$ cat config.mk
export PLATFORM = sky130hd
export DESIGN_NAME = mult_seq_ctrl_flat
export DESIGN_NICKNAME = d
export VERILOG_FILES = /design/src/rtl/mult_seq_pkg.sv /design/src/rtl/mult_seq_ctrl_if.sv /design/src/rtl/shift_add_core.sv /design/src/rtl/mult_seq_ctrl.sv /design/src/flat_wrapper.sv
export SDC_FILE = /design/constraint.sdc
export NUM_CORES = 1
export LEC_CHECK = 0
export CAP_MARGIN = 20
export CORE_UTILIZATION = 35
export CTS_BUF_LIST = sky130_fd_sc_hd__clkbuf_2 sky130_fd_sc_hd__clkbuf_4 sky130_fd_sc_hd__clkbuf_8
export CTS_CLUSTER_SIZE = 40
export DETAILED_ROUTE_END_ITERATION = 6
export PLACE_DENSITY = 0.67
export SLEW_MARGIN = 15
export SYNTH_ARGS = -nofsm -noshare
export SYNTH_HDL_FRONTEND = slang
export SYNTH_SLANG_ARGS = --single-unit
export TNS_END_PERCENT = 30
$ cat constraint.sdc
create_clock -name clk -period 4 [get_ports clk]
set_input_delay 0.4 -clock clk [delete_from_list [all_inputs] [get_ports clk]]
set_output_delay 0.4 -clock clk [all_outputs]
set_load 0.02 [all_outputs]
$ cat src/rtl/mult_seq_pkg.sv
// Shared types and sizing for the sequential shift-add multiplier controller.
// Latency/backpressure: none (declarations only).
package mult_seq_pkg;

  typedef enum logic [1:0] {
    S_IDLE = 2'd0,
    S_LOAD = 2'd1,
    S_RUN  = 2'd2,
    S_DONE = 2'd3
  } state_e;

  localparam int DEF_WIDTH = 4;
  localparam int DEF_CNT_W = $clog2(DEF_WIDTH + 1);

  function automatic int cnt_width(input int width);
    return $clog2(width + 1);
  endfunction

endpackage

$ cat src/rtl/mult_seq_ctrl_if.sv
// Request/result handshake bundle between operand source, result consumer and controller.
// Latency/backpressure: wires only; req_ready and res_valid carry the flow control.
interface mult_seq_ctrl_if #(
  parameter int WIDTH = mult_seq_pkg::DEF_WIDTH
);

  logic               req_valid;
  logic               req_ready;
  logic [WIDTH-1:0]   op_a;
  logic [WIDTH-1:0]   op_b;
  logic               res_valid;
  logic               res_ready;
  logic [2*WIDTH-1:0] product;
  logic               busy;

  modport master (
    output req_valid, op_a, op_b, res_ready,
    input  req_ready, res_valid, product, busy
  );

  modport slave (
    input  req_valid, op_a, op_b, res_ready,
    output req_ready, res_valid, product, busy
  );

endinterface

$ cat src/rtl/shift_add_core.sv
// Shift-add datapath: A/B/C registers, one unsigned add-and-shift step per step pulse.
// Latency: one cycle per operation; clr beats load beats step, no backpressure.
module shift_add_core
  import mult_seq_pkg::*;
#(
  parameter int WIDTH = DEF_WIDTH
) (
  input  logic             clk,
  input  logic             clr,
  input  logic             load,
  input  logic             step,
  input  logic [WIDTH-1:0] load_a,
  input  logic [WIDTH-1:0] load_b,
  output logic [WIDTH-1:0] a,
  output logic [WIDTH-1:0] b
);

  logic [WIDTH-1:0] c;
  logic [WIDTH:0]   sum;

  // Carry-out becomes the new MSB of A; the bit shifted out of A enters B.
  assign sum = {1'b0, a} + (b[0] ? {1'b0, c} : '0);

  always_ff @(posedge clk) begin
    if (clr) begin
      a <= '0;
      b <= '0;
      c <= '0;
    end else if (load) begin
      a <= '0;
      b <= load_b;
      c <= load_a;
    end else if (step) begin
      a <= sum[WIDTH:1];
      b <= {sum[0], b[WIDTH-1:1]};
    end
  end

endmodule

$ cat src/rtl/mult_seq_ctrl.sv
// Sequencer for the shift-add multiplier: accept, load, WIDTH steps, hold product until taken.
// Latency WIDTH+2 from accept; result held under res_ready backpressure. MULT_SEQ_ZERO_BYPASS_EN skips to DONE on zero operands.
module mult_seq_ctrl
  import mult_seq_pkg::*;
#(
  parameter int WIDTH = DEF_WIDTH
) (
  input  logic            clk,
  input  logic            reset,
  mult_seq_ctrl_if.slave  bus
);

  localparam logic [1:0] IDLE  = S_IDLE;
  localparam logic [1:0] LOAD  = S_LOAD;
  localparam logic [1:0] RUN   = S_RUN;
  localparam logic [1:0] DONE  = S_DONE;
  localparam int         CNT_W = cnt_width(WIDTH);

  logic [1:0]       state;
  logic [CNT_W-1:0] cnt;
  logic [WIDTH-1:0] op_a_q;
  logic [WIDTH-1:0] op_b_q;
  logic [WIDTH-1:0] core_a;
  logic [WIDTH-1:0] core_b;
  logic             accept;
  logic             last_step;
  logic             zero_op;
  logic             core_clr;

  assign accept    = (state == IDLE) && bus.req_valid;
  assign last_step = (cnt == CNT_W'(WIDTH - 1));

`ifdef MULT_SEQ_ZERO_BYPASS_EN
  assign zero_op = (bus.op_a == '0) || (bus.op_b == '0);
`else
  assign zero_op = 1'b0;
`endif

  always_ff @(posedge clk) begin
    if (reset) begin
      state  <= IDLE;
      cnt    <= '0;
      op_a_q <= '0;
      op_b_q <= '0;
    end else begin
      case (state)
        IDLE: begin
          if (bus.req_valid) begin
            op_a_q <= bus.op_a;
            op_b_q <= bus.op_b;
            state  <= zero_op ? DONE : LOAD;
          end
        end
        LOAD: begin
          cnt   <= '0;
          state <= RUN;
        end
        RUN: begin
          if (last_step) state <= DONE;
          else           cnt   <= cnt + CNT_W'(1);
        end
        DONE: begin
          if (bus.res_ready) state <= IDLE;
        end
        default: state <= IDLE;
      endcase
    end
  end

  // A zero-operand bypass clears the datapath so {A,B} already reads 0 in DONE.
  assign core_clr = reset || (accept && zero_op);

  shift_add_core #(.WIDTH(WIDTH)) u_core (
    .clk    (clk),
    .clr    (core_clr),
    .load   (state == LOAD),
    .step   (state == RUN),
    .load_a (op_a_q),
    .load_b (op_b_q),
    .a      (core_a),
    .b      (core_b)
  );

  // {A,B} is the product register: it only moves in LOAD/RUN, so it is stable in DONE.
  assign bus.product   = {core_a, core_b};
  assign bus.req_ready = (state == IDLE);
  assign bus.res_valid = (state == DONE);
  assign bus.busy      = (state == LOAD) || (state == RUN);

endmodule
$ cat src/flat_wrapper.sv
// flat-port wrapper written by rule: the top's interface ports become plain ports
module mult_seq_ctrl_flat import mult_seq_pkg::*;
#(
  parameter int WIDTH = DEF_WIDTH
)
  (clk, reset, bus_req_valid, bus_op_a, bus_op_b, bus_res_ready, bus_req_ready, bus_res_valid, bus_product, bus_busy);
  mult_seq_ctrl_if #(.WIDTH(WIDTH)) bus_i ();
  input  logic clk;
  input  logic reset;
  input wire logic [$bits(bus_i.req_valid)-1:0] bus_req_valid;
  input wire logic [$bits(bus_i.op_a)-1:0] bus_op_a;
  input wire logic [$bits(bus_i.op_b)-1:0] bus_op_b;
  input wire logic [$bits(bus_i.res_ready)-1:0] bus_res_ready;
  output wire logic [$bits(bus_i.req_ready)-1:0] bus_req_ready;
  output wire logic [$bits(bus_i.res_valid)-1:0] bus_res_valid;
  output wire logic [$bits(bus_i.product)-1:0] bus_product;
  output wire logic [$bits(bus_i.busy)-1:0] bus_busy;
  assign bus_i.req_valid = bus_req_valid;
  assign bus_i.op_a = bus_op_a;
  assign bus_i.op_b = bus_op_b;
  assign bus_i.res_ready = bus_res_ready;
  assign bus_req_ready = bus_i.req_ready;
  assign bus_res_valid = bus_i.res_valid;
  assign bus_product = bus_i.product;
  assign bus_busy = bus_i.busy;
  mult_seq_ctrl #(.WIDTH(WIDTH)) u_core (.clk(clk), .reset(reset), .bus(bus_i));
endmodule
==> flow_metrics.py, run 1 <==
metrics = {
    "timing": {
        "worst_slack_ns": 1.63,
        "period_share": 0.592,
        "relSlewSlack": 0.408,
        "fmax_mhz": 422,
        "tns_ns": 0,
        "rsz0062_at_grt": "no",
        "skew_ns": 0.00983,
        "maxSlewViolCount": 0,
        "hold_viol_final": 0,
        "setup_viol": 0,
        "tightest_slew_ns": 0.886,
        "period_needed_ns": 2.37,
    },
    "cts": {
        "numCtsBuffers": 3,
        "postCtsSetupBuffers": 0,
        "cts_tree": "done",
        "root_buffer": "clkbuf_4",
        "hold_buffers": 0,
        "clk-insertion-delay-late_ns": 0.33,
        "clock_path_buffers": 2,
        "cts.repair.resized": 0,
        "clkTransAtPathRegs_ns": 0.13,
        "cts_num_sinks": 25,
        "cts_max_level": 1,
    },
    "die": {
        "die_w_um": 61.8,
        "rows": 21,
        "fp.dieH_um": 61.8,
        "core-area_um2": 3390,
        "die_area_um2": 3820,
        "pin_count": 23,
        "start_util": 0.370,
    },
    "route": {
        "firstDrtPassIters": 3,
        "routedWlPerCell_um": 12.2,
        "wirelength_um": 2490,
        "drt_first_iter_violations": 36,
        "vias": 1011,
        "drc": 0,
        "viasPerCell": 4.96,
        "antenna_left": 0,
    },
    "placement": {
        "routabilityCongestion": 0.790,
        "preCtsSetupSlack_ns": 1.76,
        "portBuffers": 22,
        "dp_cells": 200,
        "hpwl_um": 1870,
    },
    "critical_path": {
        "critPathLaunchType": "flip-flop",
        "required_ns": 3.60,
        "slowest_stage": "clkdlybuf4s50_1",
        "worst_setup_path_end_kind": "primary output",
        "timing.critical_path.fanout_max": 10,
        "slowest_delay_ns": 0.66,
        "crit_type": "flip-flop to primary output",
        "cp.arrival_ns": 1.97,
        "crit_chain": "inv_1, ha_1, clkdlybuf4s50_1",
    },
    "global_route": {
        "grt_pass1_wl_um": 4070,
        "antenna_found_initial": 0,
        "grt_pass1_vias": 921,
        "track_usage": 0.145,
        "grt_max_degree": 26,
        "grt.overflow.total": 0,
    },
    "hold_path": {
        "min_path_type": "flip-flop to flip-flop",
    },
    "yosys": {
        "syn-num-nets": 164,
        "postSynthCellCount": 140,
        "synth_cell_types": 32,
        "synth-seq-area-share": 0.400,
        "ys.warnings.count": 0,
        "netlist_top_cells_area": "dfxtp_1 40%, ha_1 11%, mux2i_1 7.2%, nor2_1 4.5%, a21oi_1 4.0%",
        "synth_seq_cells": 25,
        "syn_area_um2": 1250,
        "yosysTopAreaCellShare": 0.400,
        "yosysTopAreaCell": "dfxtp_1",
        "synth.avg_cell_area_um2": 8.95,
    },
    "final_layout": {
        "fin_util": 0.449,
        "nets": 183,
        "syn2layout_area_growth_pct": 21.5,
        "diodes": 0,
        "finalNonFillerCells": 204,
        "layout-drive-gt1-share": 0.0443,
    },
    "power_and_ir_drop": {
        "p_int_w": 0.000541,
        "power_leakage_nw": 0.576,
        "totalPowerFinal_w": 0.000903,
        "power_density_nw_per_um2": 593,
        "ir_worst_vdd_mv": 0.202,
        "seq_power_share": 0.377,
        "power_frac_clock": 0.133,
        "combPwrFrac": 0.490,
        "sw_frac_of_total": 0.400,
        "power.switching_w": 0.000362,
    },
    "run": {
        "drv_cap": 0,
    },
    "status": {
        "status": "finished, final reports clean",
    },
}
==> layout by cell type (no fill, tap or decap), drive strengths merged, types with 2 or more instances in the layout <==
cell / netlist / routed
a211oi: 5 / 5
a21oi: 10 / 10
a22oi: 2 / 2
a31oi: 3 / 3
and2: 4 / 4
clkbuf: 4 / 4
clkdlybuf4s50: 0 / 22
dfxtp: 25 / 25
ha: 11 / 11
inv: 7 / 7
mux2i: 9 / 9
nand2: 10 / 10
nand2b: 4 / 4
nand3: 10 / 10
nand4: 2 / 2
nor2: 15 / 15
o21ai: 2 / 2
xnor2: 2 / 2
==> cell usage after synthesis, drive strengths merged <==
cell and n:
mux2i 9, mux2 1, a22oi 2, nor2b 1, nand4 2, or4b 1
dfxtp 25, ha 11, a31oi 3, a211oi 5, inv 7, and3 1
a31o 1, fa 1, nor3 1, and2 4, buf 4, xnor2 2
a2111oi 1, nand2 10, o21ai 2, a21oi 10, nand3 10, nor3b 1
a21o 1, nor2 15, nand3b 1, clkbuf 4, nand2b 4
==> critical path: cells and delay by family (launching register included) <==
| kind | cells | cell delay [ns] |
|---|---|---|
| buffers and inverters | 2 | 0.76 |
| adder cells (fa/ha/maj) | 1 | 0.47 |
| flip-flops | 1 | 0.41 |
==> final cells by class <==
class	count	area [um2]
fillers	334	1870
multi-input cells	100	687
flip-flops and latches	25	500
repair buffers	22	220
well taps	46	57.6
clock buffers	4	30.0
inverters	7	26.3
==> state kept, by name (all words and copies together) (netlist names) <==
register and count:
u_core.state 2, u_core.u_core.a 4, u_core.u_core.b 4, u_core.cnt 3, u_core.u_core.c 4, u_core.op_b_q 4
u_core.op_a_q 4
==> per-stage QoR <==
step                      hold WS [ns]  area [um2]
after floorplan                  0.436        1250
final                            0.469        1520
after CTS                        0.471        1520
after global placement           0.446        1490
after global routing             0.485        1520
after detailed placement         0.453        1490
==> layer usage <==
metal | up-vias | routed length [um] | share of wire | GRT usage
li1 | 525 | - | - | -
met1 | 463 | 1150 | 0.46 | 0.179
met2 | 18 | 1190 | 0.48 | 0.238
met3 | 5 | 91 | 0.037 | 0.0290
met4 | 0 | 63 | 0.025 | 0.0762
met5 | - | 0 | 0 | 0
==> kinds of logic (layout without fill, tap and decap cells) <==
family | count (synthesis) | after routing | synth area share
compound gates | 25 | 25 | 0.125
xor+xnor | 2 | 2 | 0.0140
fa+ha+maj | 12 | 12 | 0.126
buf+inv | 15 | 33 | 0.0519
flops | 25 | 25 | 0.400
mux | 10 | 10 | 0.0809
simple gates | 51 | 51 | 0.203
==> final timing paths <==
path | startpoint | endpoint | slack (ns) | depth (start not counted)
setup / recovery | u_core.state[0]$_SDFFE_PP0P_ | bus_busy | 1.63 | 3
hold / removal | u_core.op_a_q[1]$_SDFFE_PP0P_ | u_core.op_a_q[1]$_SDFFE_PP0P_ | 0.47 | 2
setup reg to reg | u_core.state[1]$_SDFFE_PP0P_ | u_core.u_core.a[2]$_SDFFE_PP0P_ | 2.20 | 5
hold reg to reg | u_core.op_a_q[1]$_SDFFE_PP0P_ | u_core.op_a_q[1]$_SDFFE_PP0P_ | 0.47 | 2
==> power by group through the flow <==
| stage | Combinational, W | Sequential, W | Clock (W) |
|---|---|---|---|
| CTS | 0.000447 | 0.000341 | 0.000128 |
| global placement | 0.000436 | 0.000343 | 0 |
| detailed placement | 0.000445 | 0.000347 | 0 |
| floorplan | 0.000307 | 0.000357 | 0 |
| global route | 0.000486 | 0.000347 | 0.000137 |
| finish | 0.000442 | 0.000340 | 0.000120 |
Note: power is estimated with default switching activity, not from simulation.
==> inputs of run 2 (changes only) <==
==> constraint.sdc (replaced) <==
create_clock -name clk -period 2.2 [get_ports clk]
set_input_delay 0.22 -clock clk [delete_from_list [all_inputs] [get_ports clk]]
set_output_delay 0.22 -clock clk [all_outputs]
set_load 0.02 [all_outputs]
==> run 2 against run 1 <==
- clock skew shrank 0.0062 ns
- highest routed layer unchanged
- largest cell class unchanged
- combinational power grew 89%
- final cell count rose by 1.5%
- total power rose by 85%
- sequential share of layout area shrank 0.58 points
- die area is the same
- count of clock-buffer cells in the layout did not move
==> flow_metrics.py, run 2 (same netlist as run 1, synthesis figures left out) <==
metrics = {
    "die": {
        "start_util": 0.370,
        "core-area_um2": 3390,
        "pin_count": 23,
        "fp.dieH_um": 61.8,
        "die_area_um2": 3820,
        "rows": 21,
        "die_w_um": 61.8,
    },
    "timing": {
        "fmax_mhz": 546,
        "period_needed_ns": 1.83,
        "period_share": 0.833,
        "rsz0062_at_grt": "no",
        "relSlewSlack": 0.698,
        "maxSlewViolCount": 0,
        "tightest_slew_ns": 0.453,
        "worst_slack_ns": 0.368,
        "setup_viol": 0,
        "skew_ns": 0.00366,
        "tns_ns": 0,
        "hold_viol_final": 0,
    },
    "global_route": {
        "grt_pass1_vias": 983,
        "grt.overflow.total": 0,
        "grt_max_degree": 25,
        "track_usage": 0.147,
        "antenna_found_initial": 0,
        "grt_pass1_wl_um": 4200,
    },
    "final_layout": {
        "mostFrequentLayoutCells": "25 x dfxtp_1, 21 x clkdlybuf4s50_1, 15 x nor2_1",
        "layout-drive-gt1-share": 0.0683,
        "nets": 186,
        "fillers": 335,
        "fin_util": 0.457,
        "syn2layout_area_growth_pct": 23.7,
        "finalNonFillerCells": 207,
        "seqCellArea_um2": 500,
        "layout_commonest_cell": "dfxtp_1",
        "multiInputGateArea_um2": 689,
        "diodes": 0,
        "stdcell_area_um2": 1550,
    },
    "critical_path": {
        "r2r_slack_ns": 0.52,
        "required_ns": 1.98,
        "cp.arrival_ns": 1.61,
        "crit_path_start": "u_core.state[1]$_SDFFE_PP0P_",
        "crit_end": "bus_req_ready",
        "worst_setup_path_end_kind": "primary output",
        "crit_type": "flip-flop to primary output",
        "crit_chain": "inv_1, ha_2, clkdlybuf4s50_1",
        "worstRegToRegCells": 5,
        "critPathLaunchType": "flip-flop",
        "slowest_delay_ns": 0.60,
        "slowest_stage": "clkdlybuf4s50_1",
        "r2r-end": "u_core.u_core.a[0]$_SDFFE_PP0P_",
        "r2r_start": "u_core.u_core.b[0]$_SDFFE_PP0P_",
        "timing.critical_path.fanout_max": 4,
    },
    "cts": {
        "clkTransAtPathRegs_ns": 0.13,
        "cts_num_sinks": 25,
        "hold_buffers": 0,
        "cts_max_level": 1,
        "numCtsBuffers": 3,
        "cts_tree": "done",
        "clock_path_buffers": 2,
        "root_buffer": "clkbuf_4",
        "clk-insertion-delay-late_ns": 0.32,
    },
    "run": {
        "drv_cap": 0,
    },
    "route": {
        "firstDrtPassIters": 4,
        "wirelength_um": 2390,
        "drt_first_iter_violations": 25,
        "viasPerCell": 5.00,
        "routedWlPerCell_um": 11.6,
        "drc": 0,
        "antenna_left": 0,
        "vias": 1035,
    },
    "placement": {
        "portBuffers": 22,
        "hpwl_um": 1790,
        "routabilityCongestion": 0.783,
        "dp_cells": 203,
        "preCtsSetupSlack_ns": 0.399,
        "place_area_um2": 1510,
    },
    "status": {
        "status": "finished, final reports clean",
    },
    "power_and_ir_drop": {
        "power_density_nw_per_um2": 1080,
        "power_leakage_nw": 0.601,
        "ir_worst_vdd_mv": 0.537,
    },
    "hold_path": {
        "min_path_type": "input pin to flip-flop",
    },
}
run 2: cell count changes in the layout (fill, tap and decap cells not counted), sizes merged:
cell           delta
clkdlybuf4s50     -1
buf               +3
dlymetal6s2s      +1
run 2: stage by stage:
step | power, W | hold slack, ns
floorplan | 0.00121 | 0.367
global placement | 0.00143 | 0.448
detailed placement | 0.00146 | 0.449
CTS | 0.00168 | 0.432
global route | 0.00181 | 0.438
finish | 0.00167 | 0.443
run 2: report_power, final:
part / leakage [nW] / internal, W / switching, W
Clock: 0.0184 / 0.0000833 / 0.000136
Combinational: 0.379 / 0.000377 / 0.000456
Sequential: 0.204 / 0.000547 / 0.0000701
run 2: area by class of cell:
cell class / count / share of cell area
Sequential cell: 25 / 0.323
Timing Repair Buffer: 25 / 0.158
Clock buffer: 4 / 0.0194
Multi-Input combinational cell: 100 / 0.445
Inverter: 7 / 0.0170
Tap cell: 46 / 0.0372
run 2: worst min path at each step:
stage / from / endpoint / cells past startpoint / slack (ns)
after floorplan: bus_op_a[0] / u_core.op_a_q[0]$_SDFFE_PP0P_ / 2 / 0.37
after global placement: u_core.op_b_q[1]$_SDFFE_PP0P_ / u_core.op_b_q[1]$_SDFFE_PP0P_ / 2 / 0.45
after detailed placement: u_core.op_b_q[0]$_SDFFE_PP0P_ / u_core.op_b_q[0]$_SDFFE_PP0P_ / 2 / 0.45
after CTS: bus_op_b[1] / u_core.op_b_q[1]$_SDFFE_PP0P_ / 3 / 0.43
after global routing: bus_op_b[3] / u_core.op_b_q[3]$_SDFFE_PP0P_ / 3 / 0.44
final: bus_op_b[0] / u_core.op_b_q[0]$_SDFFE_PP0P_ / 3 / 0.44
run 2: worst max-delay path: cells and delay by family, from the launching register on:
| kind | cells | cell delay (ns) |
|---|---|---|
| adder cells (fa/ha/maj) | 1 | 0.21 |
| buffers and inverters | 2 | 0.73 |
| flip-flops | 1 | 0.36 |
run 2: timing repair:
action | 4_1_cts | 5_1_grt
resized for setup | 0 | 2
endpoints found under the setup margin | 0 | 1
buffers inserted | 0 | 0
run 2: per-layer routing:
layer  global-route usage  part of all wire
met1                0.180              0.48
met2                0.249              0.47
met3               0.0248             0.024
met4               0.0762             0.022
met5                    0                 0
==> inputs of run 3 (changes only) <==
==> constraint.sdc (replaced) <==
create_clock -name clk -period 1.81 [get_ports clk]
set_input_delay 0.181 -clock clk [delete_from_list [all_inputs] [get_ports clk]]
set_output_delay 0.181 -clock clk [all_outputs]
set_load 0.02 [all_outputs]
==> run 3 against run 2 <==
- final cell count increased by 1.4%
- global-route usage increased by 0.52 points
- sequential share of layout area down 0.20 points
- utilization is 0.41 points higher
- clock skew rose by 0.0079 ns
- non-clock buffer count is 3 higher
- worst setup slack lost 0.26 ns
- routed wire length increased by 7.4%
- die area unchanged
- combinational power grew 22%
- via count grew 1.4%
- critical endpoint is now bus_res_valid
==> flow_metrics.py, run 3 (same netlist as run 1, synthesis figures left out) <==
metrics = {
    "power_and_ir_drop": {
        "combPwrFrac": 0.501,
        "seq_power_share": 0.369,
        "power_density_nw_per_um2": 1300,
        "sw_frac_of_total": 0.410,
        "power_leakage_nw": 0.608,
        "ir_worst_vdd_mv": 0.487,
        "power.switching_w": 0.000836,
        "p_int_w": 0.00120,
        "power_frac_clock": 0.130,
    },
    "placement": {
        "hpwl_um": 1930,
        "portBuffers": 22,
        "routabilityCongestion": 0.780,
        "place_area_um2": 1540,
    },
    "timing": {
        "hold_viol_final": 0,
        "skew_ns": 0.0116,
        "relSlewSlack": 0.778,
        "whs_ns": 0.397,
        "setup_viol": 0,
        "tightest_slew_ns": 0.325,
        "period_share": 0.938,
        "tns_ns": 0,
        "maxSlewViolCount": 0,
        "period_needed_ns": 1.70,
        "rsz0062_at_grt": "no",
        "fmax_mhz": 589,
    },
    "die": {
        "rows": 21,
        "core-area_um2": 3390,
        "die_area_um2": 3820,
        "start_util": 0.370,
        "die_w_um": 61.8,
        "fp.dieH_um": 61.8,
        "pin_count": 23,
    },
    "final_layout": {
        "seqCellArea_um2": 502,
        "layout_commonest_cell": "dfxtp_1",
        "diodes": 0,
        "fillers": 334,
        "syn2layout_area_growth_pct": 24.8,
        "nets": 189,
        "multiInputGateArea_um2": 687,
        "mostFrequentLayoutCells": "24 x dfxtp_1, 20 x clkdlybuf4s50_1, 15 x nor2_1",
        "stdcell_area_um2": 1560,
        "layout-drive-gt1-share": 0.0854,
    },
    "critical_path": {
        "required_ns": 1.63,
        "crit_type": "flip-flop to primary output",
        "timing.critical_path.fanout_max": 4,
        "worst_setup_path_end_kind": "primary output",
        "critPathLaunchType": "flip-flop",
        "cp.arrival_ns": 1.52,
    },
    "route": {
        "firstDrtPassIters": 4,
        "viasPerCell": 5.00,
        "routedWlPerCell_um": 12.2,
        "antenna_left": 0,
        "drt_first_iter_violations": 56,
        "drc": 0,
        "vias": 1049,
        "wirelength_um": 2570,
    },
    "global_route": {
        "grt_pass1_vias": 1001,
        "grt.overflow.total": 0,
        "grt_pass1_wl_um": 4310,
        "grt_max_degree": 25,
        "antenna_found_initial": 0,
        "track_usage": 0.153,
    },
    "status": {
        "status": "finished, final reports clean",
    },
    "hold_path": {
        "min_path_type": "input pin to flip-flop",
    },
    "cts": {
        "cts_tree": "done",
        "cts_max_level": 1,
        "numCtsBuffers": 3,
        "clock_path_buffers": 2,
        "clkTransAtPathRegs_ns": 0.14,
        "hold_buffers": 0,
        "clk-insertion-delay-late_ns": 0.33,
        "root_buffer": "clkbuf_4",
        "cts_num_sinks": 25,
    },
    "run": {
        "drv_cap": 0,
    },
}
## run 3: power by group through the flow
stage	Clock (W)	Combinational, W	Sequential [W]
final	0.000264	0.00102	0.000753
after global routing	0.000291	0.00114	0.000771
after CTS	0.000267	0.00103	0.000751
after detailed placement	0	0.00106	0.000763
after global placement	0	0.00103	0.000757
after floorplan	0	0.000679	0.000788
## run 3: final cells by class
cell class              instances  area share
multi-input cells             100       0.440
well taps                      46      0.0368
clock buffers                   3      0.0144
clock inverters                 1     0.00320
flip-flops and latches         25       0.321
inverters                       7      0.0168
repair buffers                 28       0.168
## run 3: worst max-delay path, cell delays in order, from the launching register on
cell	delay [ns]
dfxtp_1	0.41
ha_1	0.18
clkdlybuf4s50_1	0.60
## run 3: routing by layer
| layer | part of all wire | GRT usage |
|---|---|---|
| met1 | 0.46 | 0.188 |
| met2 | 0.49 | 0.257 |
| met3 | 0.033 | 0.0393 |
| met4 | 0.016 | 0.0571 |
| met5 | 0 | 0 |
## run 3: worst paths after layout
path                                                      start                         endpoint  slack (ns)  cells after the start
worst min-delay path                                bus_op_a[1]    u_core.op_a_q[1]$_SDFFE_PP0P_        0.40                      3
worst max-delay path               u_core.state[0]$_SDFFE_PP0P_                    bus_res_valid        0.11                      2
worst min register to register    u_core.op_b_q[2]$_SDFFE_PP0P_    u_core.op_b_q[2]$_SDFFE_PP0P_        0.47                      2
worst max register to register  u_core.u_core.b[0]$_SDFFE_PP0P_  u_core.u_core.a[0]$_SDFFE_PP0P_        0.14                      5
## run 3: repair_timing
item	in CTS	in global routing
setup buffers	0	0
pin swaps	0	0
gates resized for setup	2	1
endpoints found under the setup margin	2	1
## run 3: stage by stage
step / worst slack, ns / power, W / std cells / utilization
3_3_place_gp: 0.213 / 0.00179 / 206 / 0.453
5_1_grt: 0.0157 / 0.00220 / 210 / 0.461
3_5_place_dp: 0.150 / 0.00182 / 206 / 0.453
4_1_cts: 0.0987 / 0.00205 / 210 / 0.461
2_1_floorplan: 0.121 / 0.00147 / 140 / -
6_report: 0.111 / 0.00204 / 210 / 0.461
